File: src/rtl/hazard_pkg.sv
// Shared types and constants for the decode hazard controller.
package hazard_pkg;

  localparam int NREG_DEF  = 32;
  localparam int CNT_W_DEF = 2;
  localparam logic [4:0] X0 = 5'd0;

  typedef enum logic [1:0] {
    RUN   = 2'd0,
    STALL = 2'd1,
    FLUSH = 2'd2
  } hz_state_e;

endpackage

File: src/rtl/hazard_scoreboard.sv
// Per-register count of in-flight writes; x0 is never tracked.
module hazard_scoreboard
  import hazard_pkg::*;
#(
  parameter int NREG  = NREG_DEF,
  parameter int CNT_W = CNT_W_DEF
) (
  input  logic            clock,
  input  logic            reset,
  input  logic            inc_en,
  input  logic [4:0]      inc_sel,
  input  logic            dec_en,
  input  logic [4:0]      dec_sel,
  output logic [NREG-1:0] busy_mask,
  output logic [NREG-1:0] sat_mask,
  output logic            underflow
);

  logic [CNT_W-1:0] pending [1:NREG-1];
  logic [NREG-1:1]  inc_vec;
  logic [NREG-1:1]  dec_vec;

  always_comb begin
    inc_vec   = '0;
    dec_vec   = '0;
    busy_mask = '0;
    sat_mask  = '0;
    for (int r = 1; r < NREG; r++) begin
      inc_vec[r]   = inc_en && (inc_sel == 5'(r));
      dec_vec[r]   = dec_en && (dec_sel == 5'(r));
      busy_mask[r] = (pending[r] != '0);
      sat_mask[r]  = &pending[r];
    end
  end

  // Simultaneous increment and decrement of one register cancel out.
  always_ff @(posedge clock or posedge reset) begin
    if (reset) begin
      for (int r = 1; r < NREG; r++) pending[r] <= '0;
      underflow <= 1'b0;
    end else begin
      for (int r = 1; r < NREG; r++) begin
        if (inc_vec[r] && !dec_vec[r])
          pending[r] <= pending[r] + CNT_W'(1);
        else if (dec_vec[r] && !inc_vec[r] && busy_mask[r])
          pending[r] <= pending[r] - CNT_W'(1);
      end
      if (dec_en && (dec_sel != X0) && !busy_mask[dec_sel])
        underflow <= 1'b1;
    end
  end

endmodule

File: src/rtl/hazard_ctrl.sv
// Decode-stage issue/stall/kill decision with scoreboard, FSM and perf counters.
// Build option: HAZ_FWD_EN selects load-use-only hazards (forwarding present).
module hazard_ctrl
  import hazard_pkg::*;
#(
  parameter int NREG   = NREG_DEF,
  parameter int CNT_W  = CNT_W_DEF,
  parameter int PERF_W = 32
) (
  input  logic              clock,
  input  logic              reset,
  input  logic              dec_valid,
  input  logic [4:0]        dec_rs1,
  input  logic [4:0]        dec_rs2,
  input  logic              dec_use_rs1,
  input  logic              dec_use_rs2,
  input  logic [4:0]        dec_rd,
  input  logic              dec_is_wb,
  input  logic              dec_is_load,
  input  logic              br_en,
  input  logic              wb_en,
  input  logic [4:0]        wb_sel,
  output logic              stall,
  output logic              issue,
  output logic [NREG-1:0]   busy_mask,
  output logic [PERF_W-1:0] stall_cycles,
  output logic [PERF_W-1:0] flush_count,
  output logic              err_underflow
);

  logic [NREG-1:0] sat_mask;
  logic            inc_en;
  logic            dec_en;
  logic            rs1_hz;
  logic            rs2_hz;
  logic            src_hz;
  logic            sat_hz;
  hz_state_e       state_q;
  hz_state_e       state_d;

  assign inc_en = issue && dec_is_wb && (dec_rd != X0);
  assign dec_en = wb_en && (wb_sel != X0);

  hazard_scoreboard #(
    .NREG  (NREG),
    .CNT_W (CNT_W)
  ) u_scoreboard (
    .clock     (clock),
    .reset     (reset),
    .inc_en    (inc_en),
    .inc_sel   (dec_rd),
    .dec_en    (dec_en),
    .dec_sel   (wb_sel),
    .busy_mask (busy_mask),
    .sat_mask  (sat_mask),
    .underflow (err_underflow)
  );

`ifdef HAZ_FWD_EN
  logic       last_load_vld;
  logic [4:0] last_load_rd;

  // Only a load issued last cycle can cause a source hazard; ALU results forward.
  always_ff @(posedge clock or posedge reset) begin
    if (reset) begin
      last_load_vld <= 1'b0;
      last_load_rd  <= '0;
    end else begin
      last_load_vld <= issue && dec_is_load && dec_is_wb;
      last_load_rd  <= (issue && dec_is_load && dec_is_wb) ? dec_rd : '0;
    end
  end

  assign rs1_hz = last_load_vld && (last_load_rd == dec_rs1) && (dec_rs1 != X0);
  assign rs2_hz = last_load_vld && (last_load_rd == dec_rs2) && (dec_rs2 != X0);
`else
  logic unused_load;

  // Full interlock: wait for every producer to write back (bit 0 is never busy).
  assign rs1_hz      = busy_mask[dec_rs1];
  assign rs2_hz      = busy_mask[dec_rs2];
  assign unused_load = dec_is_load;
`endif

  assign src_hz = (dec_use_rs1 && rs1_hz) || (dec_use_rs2 && rs2_hz);
  assign sat_hz = dec_is_wb && (dec_rd != X0) && sat_mask[dec_rd];
  assign stall  = dec_valid && !br_en && (src_hz || sat_hz);
  assign issue  = dec_valid && !stall && !br_en;

  always_comb begin
    state_d = RUN;
    if (br_en)      state_d = FLUSH;
    else if (stall) state_d = STALL;
  end

  always_ff @(posedge clock or posedge reset) begin
    if (reset) begin
      state_q      <= RUN;
      stall_cycles <= '0;
      flush_count  <= '0;
    end else begin
      state_q <= state_d;
      if (state_d == STALL)
        stall_cycles <= stall_cycles + PERF_W'(1);
      if ((state_d == FLUSH) && dec_valid)
        flush_count <= flush_count + PERF_W'(1);
    end
  end

  a_no_stall_and_issue : assert property (@(posedge clock) disable iff (reset)
    !(stall && issue));
  a_no_count_overflow : assert property (@(posedge clock) disable iff (reset)
    inc_en |-> !sat_mask[dec_rd]);
  a_flush_follows_branch : assert property (@(posedge clock) disable iff (reset)
    (state_d == FLUSH) |-> br_en);

endmodule

File: config.mk
export PLATFORM = sky130hd
export DESIGN_NAME = hazard_ctrl
export DESIGN_NICKNAME = d
export VERILOG_FILES = /design/src/rtl/hazard_pkg.sv /design/src/rtl/hazard_scoreboard.sv /design/src/rtl/hazard_ctrl.sv
export SDC_FILE = /design/constraint.sdc
export NUM_CORES = 1
export LEC_CHECK = 0
export ABC_AREA = 1
export BUFFER_PORTS_ARGS = -buffer_cell sky130_fd_sc_hd__buf_4
export CORE_UTILIZATION = 65
export CTS_BUF_LIST = sky130_fd_sc_hd__clkbuf_8
export CTS_CLUSTER_DIAMETER = 120
export DETAILED_ROUTE_END_ITERATION = 7
export PLACE_DENSITY = 0.87
export SYNTH_ARGS = -nofsm -noshare
export SYNTH_HDL_FRONTEND = slang
export SYNTH_HIERARCHICAL = 1
export SYNTH_SLANG_ARGS = --single-unit
File: constraint.sdc
create_clock -name clock -period 4.5 [get_ports clock]
set_input_delay 0 -clock clock [delete_from_list [all_inputs] [get_ports clock]]
set_output_delay 0 -clock clock [all_outputs]
set_load 0.02 [all_outputs]
==> impl_metrics.env, run 1 <==
export IMPL_cp_required_ps=4820
export IMPL_layout_filler_cells=1095
export IMPL_seq_power_share=0.366
export IMPL_via_count=9588
export IMPL_ir_drop_uv=291
export IMPL_avgViaCountPerCell=5.66
export IMPL_drtAntennaViolNets=0
export IMPL_end_kind="register"
export IMPL_synth_async_reset_ratio=1.00
export IMPL_grt_pass1_wl_mm=41.7
export IMPL_fin_area_um2=10600
export IMPL_regArea_um2=3180
export IMPL_synthDistinctLibCells=35
export IMPL_num_rows=43
export IMPL_max_slew_margin=0.260
export IMPL_place_area_um2=10200
export IMPL_cp_max_fo=35
export IMPL_finalSetupViolations=0
export IMPL_final_nets=1531
export IMPL_route_detailed_drc=0
export IMPL_gp_congestion=0.966
export IMPL_synth_commonest_cells="nand2_1, inv_1, nand3_1"
export IMPL_grt_max_degree=65
export IMPL_finalCriticalPeriod_ps=3560
export IMPL_power_density_nw_per_um2=391
export IMPL_hold_class="input pin to register"
export IMPL_yosysMostFrequentCell="nand2_1"
export IMPL_synth_compound_area_frac=0.0345
export IMPL_period_share=0.792
export IMPL_wire_per_inst_um=15.5
export IMPL_power_frac_clock=0.244
export IMPL_critical_path_class="register to register"
export IMPL_slew_violations=0
export IMPL_grt_util_all_layers=0.366
export IMPL_p_int_w=0.00237
export IMPL_grt_pass1_vias=8762
export IMPL_synth_edff_count=0
export IMPL_ys_seq_area_frac=0.347
export IMPL_routed_wl_mm=26.3
export IMPL_rsz0062_at_grt="false"
export IMPL_hpwlAfterDp_mm=18.7
export IMPL_port_buffers=125
export IMPL_multi_input_area_um2=5090
export IMPL_die_area_um2=14600
export IMPL_syn_inst=1377
export IMPL_yosysTopAreaCellShare=0.347
export IMPL_swShare=0.428
export IMPL_dieWidth_um=121
export IMPL_share_comb_of_total_power=0.390
export IMPL_clock_sinks=127
export IMPL_cts_made_buffers=17
export IMPL_coreArea_um2=13800
export IMPL_crit_arrival_ps=3880
export IMPL_p_leak_nw=5.84
export IMPL_clockBufferDepth=2
export IMPL_outcome="completed"
export IMPL_synth_mux_area_frac=0.00123
export IMPL_synth_top_area_cell="dfrtp_1"
export IMPL_drive_gt1_frac=0.135
export IMPL_synth_area_leaders="dfrtp_1, nand2_1, nand3_1, xor2_1, inv_1"
export IMPL_synth_xor_area_share=0.110
export IMPL_antenna_found_initial=0
export IMPL_overflow=0
export IMPL_final_hold_viol_count=0
export IMPL_htree_num_levels=4
export IMPL_cts_tree="yes"
export IMPL_clkLatencyLatePin_ps=450
export IMPL_synthToLayoutAreaGrowth_pct=15.8
export IMPL_dr_pass1_iters=7
export IMPL_ys_ff_latch=127
export IMPL_initial_core_util=0.663
export IMPL_worst_pin_slew_ps=1110
export IMPL_synthAdderAreaFrac=0.00273
export IMPL_tns_ps=0
export IMPL_clk_pin_slew_worst_paths_ps=70
export IMPL_synth_top_family_by_area="simple AND/OR/NAND/NOR gates"
export IMPL_cap_violations=0
export IMPL_cts_setup_buffers=0
export IMPL_start_kind="register"
export IMPL_synthSimpleGateAreaFrac=0.405
export IMPL_drt_iter0_markers=1197
export IMPL_cts_root_buf="clkbuf_8"
export IMPL_skew_ps=12.9
export IMPL_fmaxAchievable_mhz=281
export IMPL_syn_area_um2=9170
export IMPL_ios=128
export IMPL_synthFlopType="dfrtp_1"
export IMPL_n_antenna_cell=0
export IMPL_p_sw_w=0.00178
export IMPL_die_h_um=121
export IMPL_yosys_warnings=6
export IMPL_avgSynthCellArea_um2=6.66
==> sequential cells by signal, indices dropped and copies added (netlist names) <==
signal	count
flush_count	32
u_scoreboard/pending	62
u_scoreboard/underflow	1
stall_cycles	32
==> through the flow <==
stage / std cells / utilization / hold WS (ps) / setup WS, ps / total power [W]
global route: 1693 / 0.768 / 54.7 / 681 / 0.00437
global placement: 1656 / 0.735 / 288 / 1250 / 0.00305
finish: 1693 / 0.768 / 61.2 / 937 / 0.00415
detailed placement: 1656 / 0.735 / 296 / 1120 / 0.00309
CTS: 1693 / 0.768 / 30.5 / 1080 / 0.00412
floorplan: 1378 / - / 156 / 1890 / 0.00253
==> power by group through the flow <==
stage          registers [W]  clock network, W  logic (W)
2_1_floorplan        0.00154                 0   0.000988
3_3_place_gp         0.00152                 0    0.00153
3_5_place_dp         0.00153                 0    0.00156
4_1_cts              0.00151           0.00102    0.00159
5_1_grt              0.00154           0.00107    0.00175
6_report             0.00152           0.00101    0.00162
==> cell type report <==
cell class,instances,share of cell area
clock buffers,17,0.0220
clock inverters,15,0.0154
inverters,183,0.0659
multi-input cells,1036,0.479
flip-flops and latches,127,0.299
well taps,180,0.0212
repair buffers,135,0.0967
==> cell families (layout without fill, tap and decap cells) <==
family                   after synthesis  count (layout)
AO/OA/AOI/OAI                         52              52
XOR/XNOR                             115             115
adder cells (fa/ha/maj)                2               2
buffers and inverters                215             350
flip-flops                           127             127
multiplexers                           1               1
other                                  1               2
AND/OR/NAND/NOR                      864             864
==> critical path: stages, from the launching register on <==
cell     delay, ps
dfrtp_1        410
inv_1           70
nand2_1        220
nand2_1        140
nand3_1         90
nand3_1        110
nand2_1         90
nand2_1         70
nand3_1         60
nand3_1        200
nand3_4        390
nor3_2         280
inv_1           70
nor2_1         370
nand2_1        200
nor2_1         210
inv_1           90
nand3_1        110
nand2_1         80
xor2_1         150
==> what timing repair did <==
action                                 4_1_cts  5_1_grt
hold buffers                                 5        0
setup endpoints to repair                    0        0
resized for setup                            0        0
endpoints found under the hold margin      131        0
==> cells in the final DEF (no fill, tap or decap), drive strengths merged <==
cell and count:
nand2 501, mux2 1, nand3 167, xor2 92
xnor2 23, or2 1, nand4 30, o21ai 19
nor2 135, ha 2, clkinv 5, a32oi 7
a21oi 26, nand3b 2, or4 1, inv 188
dlygate4sd3 5, nor4 7, conb 2, buf 130
nor3 20, dfrtp 127, clkinvlp 3, clkbuf 17
bufinv 2
==> layer usage <==
| metal | wire length (µm) | share of wire | vias to the layer above | global-route usage |
|---|---|---|---|---|
| met5 | 0 | 0 | - | 0 |
| met4 | 845 | 0.032 | 0 | 0.148 |
| met3 | 2680 | 0.10 | 99 | 0.0976 |
| met2 | 12000 | 0.46 | 533 | 0.581 |
| met1 | 10700 | 0.41 | 4411 | 0.474 |
| li1 | - | - | 4545 | - |
==> worst paths after layout <==
path | depth (start not counted) | from | end | slack (ps)
max | 19 | u_scoreboard/pending[53] | u_scoreboard/pending[46] | 940
min | 4 | dec_rd[3] | u_scoreboard/pending[31] | 60
max reg2reg | 19 | u_scoreboard/pending[53] | u_scoreboard/pending[46] | 940
min reg2reg | 2 | u_scoreboard/underflow | u_scoreboard/underflow | 480
max in group asynchronous | 4 | reset | u_scoreboard/pending[46] | 3590
min in group asynchronous | 4 | reset | flush_count[29] | 340
Power figures use the tool's default switching activity.
==> run 2, diff against run 1 <==
--- a/config.mk
+++ b/config.mk
@@ -7,11 +7,11 @@
 export LEC_CHECK = 0
 export ABC_AREA = 1
 export BUFFER_PORTS_ARGS = -buffer_cell sky130_fd_sc_hd__buf_4
-export CORE_UTILIZATION = 65
+export CORE_UTILIZATION = 54
 export CTS_BUF_LIST = sky130_fd_sc_hd__clkbuf_8
 export CTS_CLUSTER_DIAMETER = 120
 export DETAILED_ROUTE_END_ITERATION = 7
-export PLACE_DENSITY = 0.87
+export PLACE_DENSITY = 0.77
 export SYNTH_ARGS = -nofsm -noshare
 export SYNTH_HDL_FRONTEND = slang
 export SYNTH_HIERARCHICAL = 1
==> constraint.sdc (replaced) <==
create_clock -name clock -period 3.1 [get_ports clock]
set_input_delay 0 -clock clock [delete_from_list [all_inputs] [get_ports clock]]
set_output_delay 0 -clock clock [all_outputs]
set_load 0.02 [all_outputs]
==> run 2 against run 1 <==
Combinational power is 46% higher. Non-clock buffer count is 8 higher. Sequential power is 44% higher. Critical endpoint is now stall. Flip-flop and latch count stayed put. Power is 42% higher. Final cell count is 2.8% higher.
==> impl_metrics.env, run 2 (same netlist as run 1, synthesis figures left out) <==
export IMPL_outcome="completed"
export IMPL_seq_power_share=0.372
export IMPL_cts_tree="yes"
export IMPL_finalSetupViolations=0
export IMPL_hold_class="input pin to register"
export IMPL_hpwlAfterDp_mm=19.7
export IMPL_via_count=9384
export IMPL_reg_top3="u_scoreboard/pending: 62 flops, flush_count: 32 flops, stall_cycles: 32 flops"
export IMPL_route_detailed_drc=0
export IMPL_ir_drop_uv=358
export IMPL_place_inst=1704
export IMPL_synthToLayoutAreaGrowth_pct=16.7
export IMPL_final_nets=1539
export IMPL_final_cell_mix="nand2_1, inv_1, nand3_1"
export IMPL_coreArea_um2=16600
export IMPL_p_int_w=0.00333
export IMPL_fmaxAchievable_mhz=358
export IMPL_antenna_found_initial=0
export IMPL_regMostFlops="u_scoreboard/pending"
export IMPL_cp_required_ps=3100
export IMPL_clk_pin_slew_worst_paths_ps=80
export IMPL_worst_pin_slew_ps=1000
export IMPL_cap_violations=0
export IMPL_finalCriticalPeriod_ps=2800
export IMPL_reg2reg_setup_slack_ps=330
export IMPL_clockBufferDepth=2
export IMPL_crit_path_top_delay_cell="dfrtp_1"
export IMPL_final_hold_viol_count=0
export IMPL_grt_util_all_layers=0.310
export IMPL_end_kind="output pin"
export IMPL_num_rows=47
export IMPL_cts_setup_buffers=0
export IMPL_clkLatencyLatePin_ps=450
export IMPL_min_delay_worst_endpoint="u_scoreboard/pending[31]"
export IMPL_final_common_cell="nand2_1"
export IMPL_drtAntennaViolNets=0
export IMPL_grt_pass1_wl_mm=42.9
export IMPL_cp_depth=14
export IMPL_reg2reg_to="u_scoreboard/pending[38]"
export IMPL_cts_root_buf="clkbuf_8"
export IMPL_grt_max_degree=45
export IMPL_fin_cells=1741
export IMPL_share_comb_of_total_power=0.400
export IMPL_overflow=0
export IMPL_die_area_um2=17500
export IMPL_port_buffers=125
export IMPL_crit_arrival_ps=2800
export IMPL_ios=128
export IMPL_drt_iter0_markers=785
export IMPL_path_delay_family="simple AND/OR/NAND/NOR gates"
export IMPL_initial_core_util=0.553
export IMPL_slew_violations=0
export IMPL_max_slew_margin=0.329
export IMPL_power_frac_clock=0.228
export IMPL_wire_per_inst_um=15.3
export IMPL_period_share=0.902
export IMPL_hold_depth=4
export IMPL_start_kind="register"
export IMPL_rsz0062_at_grt="false"
export IMPL_r2r_start="u_scoreboard/pending[54]"
export IMPL_cts_made_buffers=17
export IMPL_tns_ps=0
export IMPL_p_leak_nw=5.85
export IMPL_cp_max_fo=34
export IMPL_n_antenna_cell=0
export IMPL_rr_worst_depth=19
export IMPL_swShare=0.435
export IMPL_grt_pass1_vias=8735
export IMPL_whs_ps=53.9
export IMPL_skew_ps=19.2
export IMPL_largest_reg_flops=62
export IMPL_gp_congestion=0.948
export IMPL_min_delay_start="dec_rd[3]"
export IMPL_clock_sinks=127
export IMPL_dr_pass1_iters=8
export IMPL_path_cells="inv_1 > nand2_1 > nand2_1 > nand3_1 > nand3_1 > nand2_1 > nand2_1 > nand3_1 > nand3_1 > nand3_4 > buf_4 > nand2_8 > inv_1 > buf_4"
export IMPL_avgViaCountPerCell=5.39
export IMPL_die_h_um=132
export IMPL_critical_path_class="register to output pin"
export IMPL_p_sw_w=0.00256
export IMPL_routed_wl_mm=26.6
export IMPL_power_density_nw_per_um2=550
export IMPL_slowest_delay_ps=420
export IMPL_drive_gt1_frac=0.141
export IMPL_htree_num_levels=4
export IMPL_dieWidth_um=132
export IMPL_critPathBufInv=4
## run 2: cell count changes in the layout (fill, tap and decap cells not counted), sizes merged
| cell | change |
|---|---|
| buf | +8 |
| bufinv | -2 |
| clkbuf | +1 |
| clkinv | -1 |
| clkinvlp | +1 |
| inv | +1 |
## run 2: repair_timing
action,4_1_cts,5_1_grt
resized for setup,0,2
hold buffers,5,0
endpoints found under the hold margin,80,0
setup endpoints to repair,0,3
## run 2: through the flow
stage                     power [W]   util  cell area (µm²)  worst slack (ps)
final                       0.00589  0.645            10700               303
after detailed placement    0.00452  0.620            10300               339
after CTS                   0.00588  0.644            10700               250
after global routing        0.00625  0.645            10700              26.9
after floorplan             0.00367      -             9170               495
after global placement      0.00447  0.620            10300               416
## run 2: how the worst max path moves through the flow
stage                                   startpoint                        to
final                     u_scoreboard/pending[54]                     stall
after global routing      u_scoreboard/pending[22]  u_scoreboard/pending[15]
after CTS                 u_scoreboard/pending[54]                     stall
after detailed placement  u_scoreboard/pending[54]  u_scoreboard/pending[55]
after global placement    u_scoreboard/pending[54]  u_scoreboard/pending[54]
after floorplan           u_scoreboard/pending[38]  u_scoreboard/pending[38]
## run 2: area by class of cell
cell class / count / area, µm²
well taps: 220 / 275
clock inverters: 14 / 111
clock buffers: 18 / 248
inverters: 183 / 699
fillers: 1567 / 5890
multi-input cells: 1036 / 5100
repair buffers: 143 / 1090
flip-flops and latches: 127 / 3180
## run 2: worst register-to-register path: cells and delay by family, from the launching register on
kind          cells  cell delay (ps)
xor+xnor          1              130
flops             1              430
buf+inv           3              280
simple gates     15             1820
## run 2: power groups by stage
stage | registers [W] | clock network (W) | logic [W]
global placement | 0.00220 | 0 | 0.00227
global route | 0.00223 | 0.00144 | 0.00258
finish | 0.00219 | 0.00134 | 0.00236
detailed placement | 0.00221 | 0 | 0.00231
CTS | 0.00219 | 0.00137 | 0.00232
floorplan | 0.00224 | 0 | 0.00143
## run 2: layer usage
layer,GRT usage,part of all wire,vias up
li1,-,-,4559
met1,0.410,0.43,4358
met2,0.490,0.45,407
met3,0.0827,0.097,60
met4,0.112,0.025,0
met5,0,0,-
==> run 3, diff against run 2 <==
--- a/config.mk
+++ b/config.mk
@@ -7,11 +7,10 @@
 export LEC_CHECK = 0
 export ABC_AREA = 1
 export BUFFER_PORTS_ARGS = -buffer_cell sky130_fd_sc_hd__buf_4
-export CORE_UTILIZATION = 54
-export CTS_BUF_LIST = sky130_fd_sc_hd__clkbuf_8
+export CORE_UTILIZATION = 53
 export CTS_CLUSTER_DIAMETER = 120
 export DETAILED_ROUTE_END_ITERATION = 7
-export PLACE_DENSITY = 0.77
+export PLACE_DENSITY = 0.75
 export SYNTH_ARGS = -nofsm -noshare
 export SYNTH_HDL_FRONTEND = slang
 export SYNTH_HIERARCHICAL = 1
==> run 3 against run 2 <==
Register-to-register slack lost 90 ps. Final cell count shrank 0.11%. Wire length shrank 0.71%. Clock power grew 45%. Design area grew 1.7%. Sequential power is essentially flat. Hold slack gained 1.7 ps. Clock-buffer cell count is the same. Critical path depth grew 5. Non-clock buffer count shrank 2. Combinational power is essentially flat. Setup slack lost 63 ps. Critical path type is now register to register. Largest power group unchanged.
==> impl_metrics.env, run 3 (same netlist as run 1, synthesis figures left out) <==
export IMPL_largest_reg_flops=62
export IMPL_initial_core_util=0.547
export IMPL_antenna_found_initial=0
export IMPL_routed_wl_mm=26.4
export IMPL_critical_path_class="register to register"
export IMPL_hold_class="input pin to async pin"
export IMPL_period_share=0.923
export IMPL_dr_pass1_iters=7
export IMPL_crit_arrival_ps=3170
export IMPL_finalCriticalPeriod_ps=2860
export IMPL_tns_ps=0
export IMPL_fin_cells=1739
export IMPL_reg_top3="u_scoreboard/pending: 62 flops, flush_count: 32 flops, stall_cycles: 32 flops"
export IMPL_route_detailed_drc=0
export IMPL_n_antenna_cell=0
export IMPL_cts_setup_buffers=0
export IMPL_clk_pin_slew_worst_paths_ps=60
export IMPL_start_kind="register"
export IMPL_fin_area_um2=10900
export IMPL_rsz0062_at_grt="false"
export IMPL_final_nets=1537
export IMPL_grt_util_all_layers=0.307
export IMPL_htree_num_levels=4
export IMPL_fmaxAchievable_mhz=350
export IMPL_layout_filler_cells=1557
export IMPL_final_hold_viol_count=0
export IMPL_overflow=0
export IMPL_regMostFlops="u_scoreboard/pending"
export IMPL_wire_per_inst_um=15.2
export IMPL_synthToLayoutAreaGrowth_pct=18.7
export IMPL_coreArea_um2=16800
export IMPL_fin_ws_ps=240
export IMPL_port_buffers=125
export IMPL_reg2reg_to="u_scoreboard/pending[38]"
export IMPL_p_leak_nw=5.94
export IMPL_max_slew_margin=0.556
export IMPL_worst_pin_slew_ps=666
export IMPL_clkLatencyLatePin_ps=430
export IMPL_regArea_um2=3180
export IMPL_cts_made_buffers=17
export IMPL_skew_ps=11.1
export IMPL_cp_required_ps=3410
export IMPL_grt_pass1_vias=8611
export IMPL_reg2reg_setup_slack_ps=240
export IMPL_final_common_cell="nand2_1"
export IMPL_grt_max_degree=40
export IMPL_num_rows=47
export IMPL_multi_input_area_um2=5090
export IMPL_hpwlAfterDp_mm=19.3
export IMPL_place_area_um2=10300
export IMPL_grt_pass1_wl_mm=43.2
export IMPL_avgViaCountPerCell=5.43
export IMPL_cap_violations=0
export IMPL_drtAntennaViolNets=0
export IMPL_place_inst=1702
export IMPL_cts_tree="yes"
export IMPL_clockBufferDepth=2
export IMPL_drive_gt1_frac=0.140
export IMPL_cp_max_fo=5
export IMPL_finalSetupViolations=0
export IMPL_outcome="completed"
export IMPL_via_count=9446
export IMPL_gp_congestion=0.914
export IMPL_r2r_start="u_scoreboard/pending[54]"
export IMPL_die_area_um2=17800
export IMPL_die_h_um=134
export IMPL_drt_iter0_markers=1056
export IMPL_ios=128
export IMPL_place_ws_ps=369
export IMPL_dieWidth_um=134
export IMPL_power_density_nw_per_um2=594
export IMPL_final_cell_mix="nand2_1, inv_1, nand3_1"
export IMPL_rr_worst_depth=19
export IMPL_end_kind="register"
export IMPL_clock_sinks=127
export IMPL_ir_drop_uv=424
export IMPL_cts_root_buf="clkbuf_16"
export IMPL_slew_violations=0
## run 3: cell types whose count changed in the layout (fill, tap and decap cells not counted)
cell | before | now
clkinv_2 | 1 | 2
nand2_8 | 1 | 0
bufinv_16 | 0 | 1
clkbuf_16 | 0 | 17
clkinvlp_4 | 4 | 3
clkinv_4 | 3 | 4
inv_1 | 175 | 174
nand2_4 | 0 | 1
buf_4 | 138 | 136
clkbuf_8 | 18 | 0
clkbuf_1 | 0 | 1
inv_6 | 4 | 3
## run 3: layout make-up
cell class / count / share of cell area
tap: 220 / 0.0253
multi-input combinational: 1036 / 0.468
inverter: 183 / 0.0643
timing repair buffer: 141 / 0.0985
clock buffer: 18 / 0.0395
sequential: 127 / 0.292
clock inverter: 14 / 0.0124
## run 3: through the flow
step | total power [W] | hold slack, ps | util
floorplan | 0.00367 | 156 | -
global placement | 0.00444 | -41.7 | 0.612
detailed placement | 0.00449 | -39.6 | 0.612
CTS | 0.00646 | 50.4 | 0.649
global route | 0.00682 | 79.8 | 0.649
finish | 0.00646 | 55.6 | 0.649
## run 3: how the worst max path moves through the flow
stage	end	depth (start not counted)	start	slack [ps]
2_1_floorplan	u_scoreboard/pending[38]	20	u_scoreboard/pending[38]	490
3_3_place_gp	u_scoreboard/pending[54]	19	u_scoreboard/pending[54]	460
3_5_place_dp	u_scoreboard/pending[46]	19	u_scoreboard/pending[20]	370
4_1_cts	stall	14	u_scoreboard/pending[20]	290
5_1_grt	u_scoreboard/pending[54]	19	u_scoreboard/pending[22]	40
6_report	u_scoreboard/pending[38]	19	u_scoreboard/pending[54]	240
## run 3: worst max-delay path: stages (launching register included)
cell     delay [ps]
dfrtp_1         420
inv_1           100
nand2_1         190
nand2_1         150
nand3_1          90
nand3_1         120
nand2_1          70
nand2_1          50
nand3_1          60
nand3_1         160
nand3_4          90
nor3_2          150
inv_1            60
nor2_1          200
nand2_1         210
nor2_1          230
inv_1            90
nand3_1          90
nand2_1          70
xor2_1          130
## run 3: repair_timing
action                     in CTS  in global routing
hold endpoints to repair       92                  0
setup endpoints to repair       0                  2
hold buffers                    5                  0
resized for setup               0                  1
## run 3: metal layers
metal | vias up | wire length, µm | global-route usage
met5 | - | 0 | 0
met3 | 52 | 2650 | 0.0712
met4 | 0 | 484 | 0.0865
met1 | 4373 | 11300 | 0.426
met2 | 455 | 12000 | 0.477
li1 | 4566 | - | -
## run 3: power breakdown
| group | switching (W) | leakage, nW | internal [W] |
|---|---|---|---|
| combinational | 0.00153 | 3.99 | 0.000800 |
| sequential | 0.000269 | 1.68 | 0.00193 |
| clock | 0.000823 | 0.269 | 0.00111 |
